## config.mk

```make
export PLATFORM = sky130hd
export DESIGN_NAME = uart_unit
export DESIGN_NICKNAME = d
export VERILOG_FILES = /design/src/rtl/uart_unit.sv
export SDC_FILE = /design/constraint.sdc
export NUM_CORES = 1
export LEC_CHECK = 0
export ABC_AREA = 1
export CAP_MARGIN = 20
export CORE_MARGIN = 3
export CORE_UTILIZATION = 54
export CTS_BUF_LIST = sky130_fd_sc_hd__clkbuf_8
export DETAILED_ROUTE_END_ITERATION = 16
export PLACE_DENSITY = 0.76
export SLEW_MARGIN = 40
export SYNTH_ARGS = -nofsm -noshare
export SYNTH_HDL_FRONTEND = slang
export SYNTH_SLANG_ARGS = --single-unit
```

## constraint.sdc

```tcl
create_clock -name clk -period 2.9 [get_ports clk]
set_input_delay 0.435 -clock clk [delete_from_list [all_inputs] [get_ports clk]]
set_output_delay 0.435 -clock clk [all_outputs]
set_load 0.05 [all_outputs]
```

## src/rtl/uart_unit.sv

```systemverilog
// 8N1 UART stage with programmable baud divisor and small TX/RX FIFOs.
// Driven by the control unit's rcv/snd/baud command bus; uart_wait stalls the core on rcv.
module uart_unit #(
    parameter int unsigned DIV_W       = 16,
    parameter int unsigned DEFAULT_DIV = 434,
    parameter int unsigned TX_DEPTH    = 4,
    parameter int unsigned RX_DEPTH    = 4
) (
    input  logic        clk,
    input  logic        reset,
    input  logic [2:0]  uartc,
    input  logic [31:0] tx_data,
    input  logic [31:0] baud_value,
    input  logic        rx,
    output logic        tx,
    output logic [31:0] rx_data,
    output logic        uart_wait,
    output logic        tx_busy,
    output logic        tx_full,
    output logic        rx_empty,
    output logic        tx_ovf,
    output logic        rx_ovf,
    output logic        frm_err
);

    localparam int unsigned TX_AW = $clog2(TX_DEPTH);
    localparam int unsigned RX_AW = $clog2(RX_DEPTH);
    localparam int unsigned TX_CW = TX_AW + 1;
    localparam int unsigned RX_CW = RX_AW + 1;

    localparam logic [2:0] CMD_RCV  = 3'b010;
    localparam logic [2:0] CMD_SND  = 3'b011;
    localparam logic [2:0] CMD_BAUD = 3'b100;

    typedef enum logic [1:0] {ST_IDLE, ST_START, ST_DATA, ST_STOP} state_t;

    logic cmd_rcv, cmd_snd, cmd_baud;
    assign cmd_rcv  = (uartc == CMD_RCV);
    assign cmd_snd  = (uartc == CMD_SND);
    assign cmd_baud = (uartc == CMD_BAUD);

    logic unused_bits;
    assign unused_bits = ^{tx_data[31:8], baud_value[31:DIV_W]};

    // Baud divisor; values below 4 would leave no room for the mid-bit RX sample.
    logic [DIV_W-1:0] divisor;
    always_ff @(posedge clk) begin
        if (!reset) begin
            divisor <= DIV_W'(DEFAULT_DIV);
        end else if (cmd_baud && (baud_value[DIV_W-1:0] >= DIV_W'(4))) begin
            divisor <= baud_value[DIV_W-1:0];
        end
    end

    // ---------------- TX path ----------------
    logic [7:0]       tx_mem [TX_DEPTH];
    logic [TX_AW-1:0] tx_wr, tx_rd;
    logic [TX_CW-1:0] tx_cnt;
    state_t           tx_state;
    logic [DIV_W-1:0] tx_tcnt, tx_div;
    logic [2:0]       tx_bit;
    logic [7:0]       tx_sh;
    logic             tx_tick, tx_push, tx_pop;

    assign tx_full = (tx_cnt == TX_CW'(TX_DEPTH));
    assign tx_busy = (tx_state != ST_IDLE) || (tx_cnt != '0);
    assign tx_tick = (tx_tcnt == tx_div - DIV_W'(1));
    assign tx_push = cmd_snd && !tx_full;
    assign tx_pop  = (tx_cnt != '0) &&
                     ((tx_state == ST_IDLE) || ((tx_state == ST_STOP) && tx_tick));

    always_ff @(posedge clk) begin
        if (!reset) begin
            tx_wr  <= '0;
            tx_rd  <= '0;
            tx_cnt <= '0;
        end else begin
            if (tx_push) begin
                tx_mem[tx_wr] <= tx_data[7:0];
                tx_wr         <= tx_wr + TX_AW'(1);
            end
            if (tx_pop) begin
                tx_rd <= tx_rd + TX_AW'(1);
            end
            case ({tx_push, tx_pop})
                2'b10:   tx_cnt <= tx_cnt + TX_CW'(1);
                2'b01:   tx_cnt <= tx_cnt - TX_CW'(1);
                default: tx_cnt <= tx_cnt;
            endcase
        end
    end

    // TX FSM: STOP chains straight into START when another byte is queued.
    always_ff @(posedge clk) begin
        if (!reset) begin
            tx_state <= ST_IDLE;
            tx       <= 1'b1;
            tx_tcnt  <= '0;
            tx_div   <= DIV_W'(DEFAULT_DIV);
            tx_bit   <= '0;
            tx_sh    <= '0;
        end else begin
            case (tx_state)
                ST_IDLE: begin
                    if (tx_pop) begin
                        tx_state <= ST_START;
                        tx       <= 1'b0;
                        tx_tcnt  <= '0;
                        tx_sh    <= tx_mem[tx_rd];
                        tx_div   <= divisor;
                    end
                end
                ST_START: begin
                    if (tx_tick) begin
                        tx_state <= ST_DATA;
                        tx       <= tx_sh[0];
                        tx_tcnt  <= '0;
                        tx_bit   <= '0;
                    end else begin
                        tx_tcnt <= tx_tcnt + DIV_W'(1);
                    end
                end
                ST_DATA: begin
                    if (tx_tick) begin
                        tx_tcnt <= '0;
                        if (tx_bit == 3'd7) begin
                            tx_state <= ST_STOP;
                            tx       <= 1'b1;
                        end else begin
                            tx_bit <= tx_bit + 3'd1;
                            tx_sh  <= tx_sh >> 1;
                            tx     <= tx_sh[1];
                        end
                    end else begin
                        tx_tcnt <= tx_tcnt + DIV_W'(1);
                    end
                end
                ST_STOP: begin
                    if (tx_tick) begin
                        tx_tcnt <= '0;
                        if (tx_pop) begin
                            tx_state <= ST_START;
                            tx       <= 1'b0;
                            tx_sh    <= tx_mem[tx_rd];
                            tx_div   <= divisor;
                        end else begin
                            tx_state <= ST_IDLE;
                        end
                    end else begin
                        tx_tcnt <= tx_tcnt + DIV_W'(1);
                    end
                end
                default: tx_state <= ST_IDLE;
            endcase
        end
    end

    // ---------------- RX path ----------------
    logic [1:0]       rx_sync;
    logic             rx_s, rx_prev;
    state_t           rx_state;
    logic [DIV_W-1:0] rx_tcnt, rx_div;
    logic [2:0]       rx_bit;
    logic [7:0]       rx_sh;
    logic             rx_pend, rx_tick, rx_half, frm_set;

    assign rx_s    = rx_sync[1];
    assign rx_tick = (rx_tcnt == rx_div - DIV_W'(1));
    assign rx_half = (rx_tcnt == (rx_div >> 1) - DIV_W'(1));
    assign frm_set = (rx_state == ST_STOP) && rx_tick && !rx_s;

    // RX FSM; the edge detector only re-arms once the line has returned high.
    always_ff @(posedge clk) begin
        if (!reset) begin
            rx_sync  <= 2'b11;
            rx_prev  <= 1'b1;
            rx_state <= ST_IDLE;
            rx_tcnt  <= '0;
            rx_div   <= DIV_W'(DEFAULT_DIV);
            rx_bit   <= '0;
            rx_sh    <= '0;
            rx_pend  <= 1'b0;
        end else begin
            rx_sync <= {rx_sync[0], rx};
            rx_prev <= rx_s;
            rx_pend <= 1'b0;
            case (rx_state)
                ST_IDLE: begin
                    if (rx_prev && !rx_s) begin
                        rx_state <= ST_START;
                        rx_tcnt  <= '0;
                        rx_div   <= divisor;
                    end
                end
                ST_START: begin
                    if (rx_half) begin
                        rx_tcnt  <= '0;
                        rx_bit   <= '0;
                        rx_state <= rx_s ? ST_IDLE : ST_DATA;
                    end else begin
                        rx_tcnt <= rx_tcnt + DIV_W'(1);
                    end
                end
                ST_DATA: begin
                    if (rx_tick) begin
                        rx_tcnt <= '0;
                        rx_sh   <= {rx_s, rx_sh[7:1]};
                        if (rx_bit == 3'd7) begin
                            rx_state <= ST_STOP;
                        end else begin
                            rx_bit <= rx_bit + 3'd1;
                        end
                    end else begin
                        rx_tcnt <= rx_tcnt + DIV_W'(1);
                    end
                end
                ST_STOP: begin
                    if (rx_tick) begin
                        rx_tcnt  <= '0;
                        rx_state <= ST_IDLE;
                        rx_pend  <= rx_s;
                    end else begin
                        rx_tcnt <= rx_tcnt + DIV_W'(1);
                    end
                end
                default: rx_state <= ST_IDLE;
            endcase
        end
    end

    logic [7:0]       rx_mem [RX_DEPTH];
    logic [RX_AW-1:0] rx_wr, rx_rd;
    logic [RX_CW-1:0] rx_cnt;
    logic             rx_full, rx_push, rx_pop;

    assign rx_full  = (rx_cnt == RX_CW'(RX_DEPTH));
    assign rx_empty = (rx_cnt == '0);
    assign rx_push  = rx_pend && !rx_full;
    assign rx_pop   = cmd_rcv && !rx_empty;
    assign rx_data  = rx_empty ? 32'h0 : 32'(rx_mem[rx_rd]);
    assign uart_wait = cmd_rcv && rx_empty;

    always_ff @(posedge clk) begin
        if (!reset) begin
            rx_wr  <= '0;
            rx_rd  <= '0;
            rx_cnt <= '0;
        end else begin
            if (rx_push) begin
                rx_mem[rx_wr] <= rx_sh;
                rx_wr         <= rx_wr + RX_AW'(1);
            end
            if (rx_pop) begin
                rx_rd <= rx_rd + RX_AW'(1);
            end
            case ({rx_push, rx_pop})
                2'b10:   rx_cnt <= rx_cnt + RX_CW'(1);
                2'b01:   rx_cnt <= rx_cnt - RX_CW'(1);
                default: rx_cnt <= rx_cnt;
            endcase
        end
    end

    // Sticky error flags; baud clears them, a same-cycle set still wins.
    always_ff @(posedge clk) begin
        if (!reset) begin
            tx_ovf  <= 1'b0;
            rx_ovf  <= 1'b0;
            frm_err <= 1'b0;
        end else begin
            if (cmd_baud) begin
                tx_ovf  <= 1'b0;
                rx_ovf  <= 1'b0;
                frm_err <= 1'b0;
            end
            if (cmd_snd && tx_full) tx_ovf <= 1'b1;
            if (rx_pend && rx_full) rx_ovf <= 1'b1;
            if (frm_set)            frm_err <= 1'b1;
        end
    end

endmodule

```

==> impl_table.tex <==
\begin{tabular}{lr}
\hline
Metric & Value \\
\hline
\multicolumn{2}{l}{\textbf{STA}} \\
\quad Final critical-path required period & approximately 2.8 ns \\
\quad Count of endpoints failing setup in the final report & 0 \\
\quad Final clock skew & 0.0170 ns \\
\quad Final critical-path share of the clock period & between 90 and 100\% \\
\quad Achievable clock frequency & roughly 360 MHz \\
\quad Max\_slew headroom & a little under half \\
\quad Post-Route Hold Slack & 0.423 ns \\
\quad Number of pins with negative max-slew slack in the final report & 0 \\
\quad Setup repair after global routing missed its margin & true \\
\quad Count of endpoints failing hold in the final timing report & 0 \\
\quad Least-Margin Pin Slew & 0.822 ns \\
\multicolumn{2}{l}{\textbf{Setup path}} \\
\quad Type of the setup path with the least slack & reg2reg \\
\quad Crit path launch type & flop \\
\quad Reg2reg start & tx\_div[0]\$\_SDFFE\_PN0P\_ \\
\quad Worst-path maximum fanout & 5 \\
\quad Category of the worst setup path capture point & flop \\
\quad Length in cells of the worst reg-to-reg path & 21 \\
\quad CP Data Arrival Time & between 3 and 4 ns \\
\quad CP Launch Point & tx\_div[0]\$\_SDFFE\_PN0P\_ \\
\quad Worst Path Required & 3.26 ns \\
\multicolumn{2}{l}{\textbf{Pwr}} \\
\quad Relative contribution of the clock network to total power & a little under a quarter \\
\quad Total power per unit cell area & 655 nW/um\^{}2 \\
\quad Total chip power & 0.00777 W \\
\quad Part of the power in registers & 42.7\% \\
\quad Int Power & 0.00471 W \\
\quad Net switching share of the total power & around two fifths \\
\quad Sw power & 0.00306 W \\
\quad Reported leakage power & 5.09 nW \\
\quad Largest voltage drop on the vdd net & $\sim$0.4 mV \\
\quad Combinational group share of total power & 33.4\% \\
\multicolumn{2}{l}{\textbf{Finish}} \\
\quad Area growth syn-to-layout & 11.6\% \\
\quad Layout cell share with drive strength beyond 1 & under 10\% \\
\quad Util after Layout & 62.4\% \\
\quad Net total in the final layout & 1536 \\
\quad Ant diodes & 0 \\
\multicolumn{2}{l}{\textbf{Logic synthesis}} \\
\quad Most instantiated flip-flop cell in the synthesis netlist & dfxtp\_1 \\
\quad Parity-gate share of the synthesized area counting xor and xnor cells & under 10\% \\
\quad Count of different cell masters after synthesis & 54 \\
\quad Count of mapped cells out of synthesis & 1392 \\
\quad Flops \& latches, synth & 196 \\
\quad Area fraction in compound gates after synthesis & between 10\% and 20\% \\
\quad Avg Inst Size Synth & between 7 and 8 sq um \\
\quad Portion of synthesized cell area occupied by the leading cell type & 24.8\% \\
\quad Fraction of synthesis flops using an asynchronous set or reset pin & 0\% \\
\quad Post-synth EDFFs & 64 \\
\quad Most numerous cell types in the synthesized netlist & 281 x nand2\_1, 190 x nor2\_1, 154 x inv\_1 \\
\quad Fraction of the mapped netlist area in adder cells & approximately 3.3\% \\
\quad Yosys warnings & 0 \\
\quad Cell area after synthesis & 10600 sq um \\
\quad Top post-synthesis cells by area & dfxtp\_1 25\%, edfxtp\_1 18\%, nand2\_1 9.9\% \\
\quad Combinational family with the most area after synthesis & simple AND/OR/NAND/NOR gates \\
\quad Most numerous cell in the Yosys netlist & nand2\_1 \\
\quad Simple-Gate Fraction of Synth Area & about 26\% \\
\quad Share of the yosys chip area belonging to registers & 42.9\% \\
\quad Portion of netlist area occupied by mux cells & 0\% \\
\quad Cell type with the largest total area after synthesis & dfxtp\_1 \\
\multicolumn{2}{l}{\textbf{Die}} \\
\quad Die area & 21400 sq um \\
\quad Area of the core region & 19000 sq um \\
\quad Die height & $\sim$150 um \\
\quad Horizontal die dimension & about 150 um \\
\quad Num rows & 50 \\
\quad Ports placed on the boundary & 110 \\
\quad Initial Utilization & 55.9\% \\
\multicolumn{2}{l}{\textbf{Clocking}} \\
\quad Later-pin clock latency in the skew report & $\sim$0.47 ns \\
\quad TritonCTS clock tree & yes \\
\quad Post-CTS clock slew at the launch and capture registers of the worst setup and hold paths & 0.11 ns \\
\quad CTS H-Tree Depth & 4 \\
\quad CTS Hold Buffers Added & 0 \\
\quad Clock sink count & a little under 200 \\
\quad Largest buffer count on any clock path & 2 \\
\quad Cts bufs inserted & 17 \\
\quad CTS Root Buffer Type & clkbuf\_8 \\
\multicolumn{2}{l}{\textbf{Route}} \\
\quad Final ANT Viol Nets & 0 \\
\quad Via total after detailed routing & 8788 \\
\quad Per-cell routed wire length & 13.5 um \\
\quad DRC violations left & 0 \\
\quad Number of optimization iterations in the first detailed-route pass & 5 \\
\quad First DRT Iteration DRCs & 684 \\
\quad Via-per-instance ratio & 5.13 \\
\quad Total wire length & 23000 um \\
\multicolumn{2}{l}{\textbf{GRT}} \\
\quad Global-route congestion overflow total & 0 \\
\quad Maximum number of pins on one net before global-route repair & 62 \\
\quad Antenna violations before repair & 0 \\
\quad Total global-route track usage & 21.6\% \\
\quad Vias in the first global route & 8177 \\
\quad Global-route wire length before repair & 38400 um \\
\multicolumn{2}{l}{\textbf{Place}} \\
\quad Count of input and output buffers & 45 \\
\quad Estimated wirelength of the detail-placed design & 16800 um \\
\quad Last weighted congestion value of the routability-driven placer & 0.898 \\
\multicolumn{2}{l}{\textbf{Worst hold path}} \\
\quad Startpoint of the worst hold path & rx\_sync[0]\$\_SDFF\_PN1\_ \\
\quad Class of the most critical hold timing path & reg2reg \\
\quad Hold Crit Depth & 1 \\
\multicolumn{2}{l}{\textbf{Flow run}} \\
\quad Number of max-cap violations & 0 \\
\multicolumn{2}{l}{\textbf{Status}} \\
\quad Run status & finished clean \\
\hline
\end{tabular}
## cell families (layout without fill, tap and decap cells)
family | Yosys count | in the layout
flops | 196 | 196
buf+inv | 227 | 264
fa+ha+maj | 27 | 27
simple gates | 625 | 625
compound gates | 243 | 243
other cells | 1 | 24
xor+xnor | 73 | 73
## final cells by class
type                            count  area (sq um)
Clock buffer                       17           234
Clock inverter                     15           200
Fill cell                        1671          7150
Inverter                          162           609
Multi-Input combinational cell    992          5270
Sequential cell                   196          4570
Tap cell                          260           325
Timing Repair Buffer               70           657
## worst max-delay path, cell delays in order (launching register included)
cell and delay, ns:
dfxtp_2 0.35, inv_2 0.07, ha_4 0.15, nand3_4 0.13, nor2_4 0.13, nand3_1 0.08, nand2_1 0.10, nand2_1 0.08
inv_1 0.06, nand2_1 0.06, nor2_2 0.17, nand3_4 0.12, nand2_8 0.08, nand2_4 0.04, inv_2 0.05, ha_1 0.14
inv_2 0.06, fa_2 0.38, a21oi_2 0.16, o21ai_2 0.07, o21ai_1 0.13, a21oi_1 0.05
## routing by layer
metal	part of all wire (%)	track usage [%]	vias up
li1	-	-	4558
met1	46	28.0	4026
met2	49	37.3	173
met3	4.1	3.72	31
met4	1.6	5.88	0
met5	0	0	-
## what timing repair did
item / CTS / global route
setup buffers: 0 / 3
setup endpoints to repair: 3 / 15
pin swaps: 0 / 8
resized for setup: 6 / 34
## state kept, by name, indices dropped and copies added, names as in the netlist, 2 cells and up, named ones only
register and flops:
rx_cnt 3, tx_state 2, rx_mem 32, rx_sync 2
tx_sh 8, tx_cnt 3, tx_div 16, rx_rd 2
rx_div 16, rx_bit 3, tx_mem 32, divisor 16
rx_tcnt 16, tx_tcnt 16, tx_bit 3, tx_wr 2
rx_wr 2, tx_rd 2, rx_sh 8
## stage by stage
stage / area (sq um) / setup TNS [ns] / setup slack, ns / std cells
5_1_grt: 11900 / -0.103 / -0.103 / 1712
2_1_floorplan: 10700 / 0 / 0.0394 / 1415
4_1_cts: 11800 / 0 / 0.00718 / 1709
6_report: 11900 / 0 / 0.110 / 1712
3_3_place_gp: 11300 / 0 / 0.0609 / 1677
3_5_place_dp: 11300 / -0.0171 / -0.0171 / 1677
## cell usage in the layout, fill, tap and decap left out, types with 5 or more instances in the layout
cell / count
buf_4: 26
clkbuf_8: 17
dfxtp_1: 125
nand3_1: 68
nor2_4: 11
o211ai_1: 10
dlymetal6s2s_1: 7
inv_2: 6
a32o_1: 6
xor2_1: 46
nor2_1: 183
inv_1: 151
conb_1: 24
xnor2_1: 23
o21ai_0: 96
dfxtp_2: 7
o21ai_1: 16
or2_2: 7
nand2_1: 281
nand3b_1: 8
edfxtp_1: 64
nand4_1: 18
clkdlybuf4s50_1: 34
nor2_2: 11
ha_1: 24
nand2_2: 9
nor3_1: 7
a21oi_1: 98
nand2_4: 5
## power groups by stage
stage | combinational (W) | sequential [W] | clock, W
global placement | 0.00244 | 0.00335 | 0
finish | 0.00260 | 0.00332 | 0.00186
global route | 0.00294 | 0.00335 | 0.00202
detailed placement | 0.00250 | 0.00336 | 0
CTS | 0.00253 | 0.00330 | 0.00190
floorplan | 0.00198 | 0.00331 | 0
## path summary, 6_finish.rpt
kind | end | slack (ns)
worst max-delay path | tx_cnt[2]$_SDFFE_PN0P_ | 0.11
worst min-delay path | rx_sync[1]$_SDFF_PN1_ | 0.42
worst max register to register | tx_cnt[2]$_SDFFE_PN0P_ | 0.11
worst min register to register | rx_sync[1]$_SDFF_PN1_ | 0.42
Power figures use the tool's default switching activity.
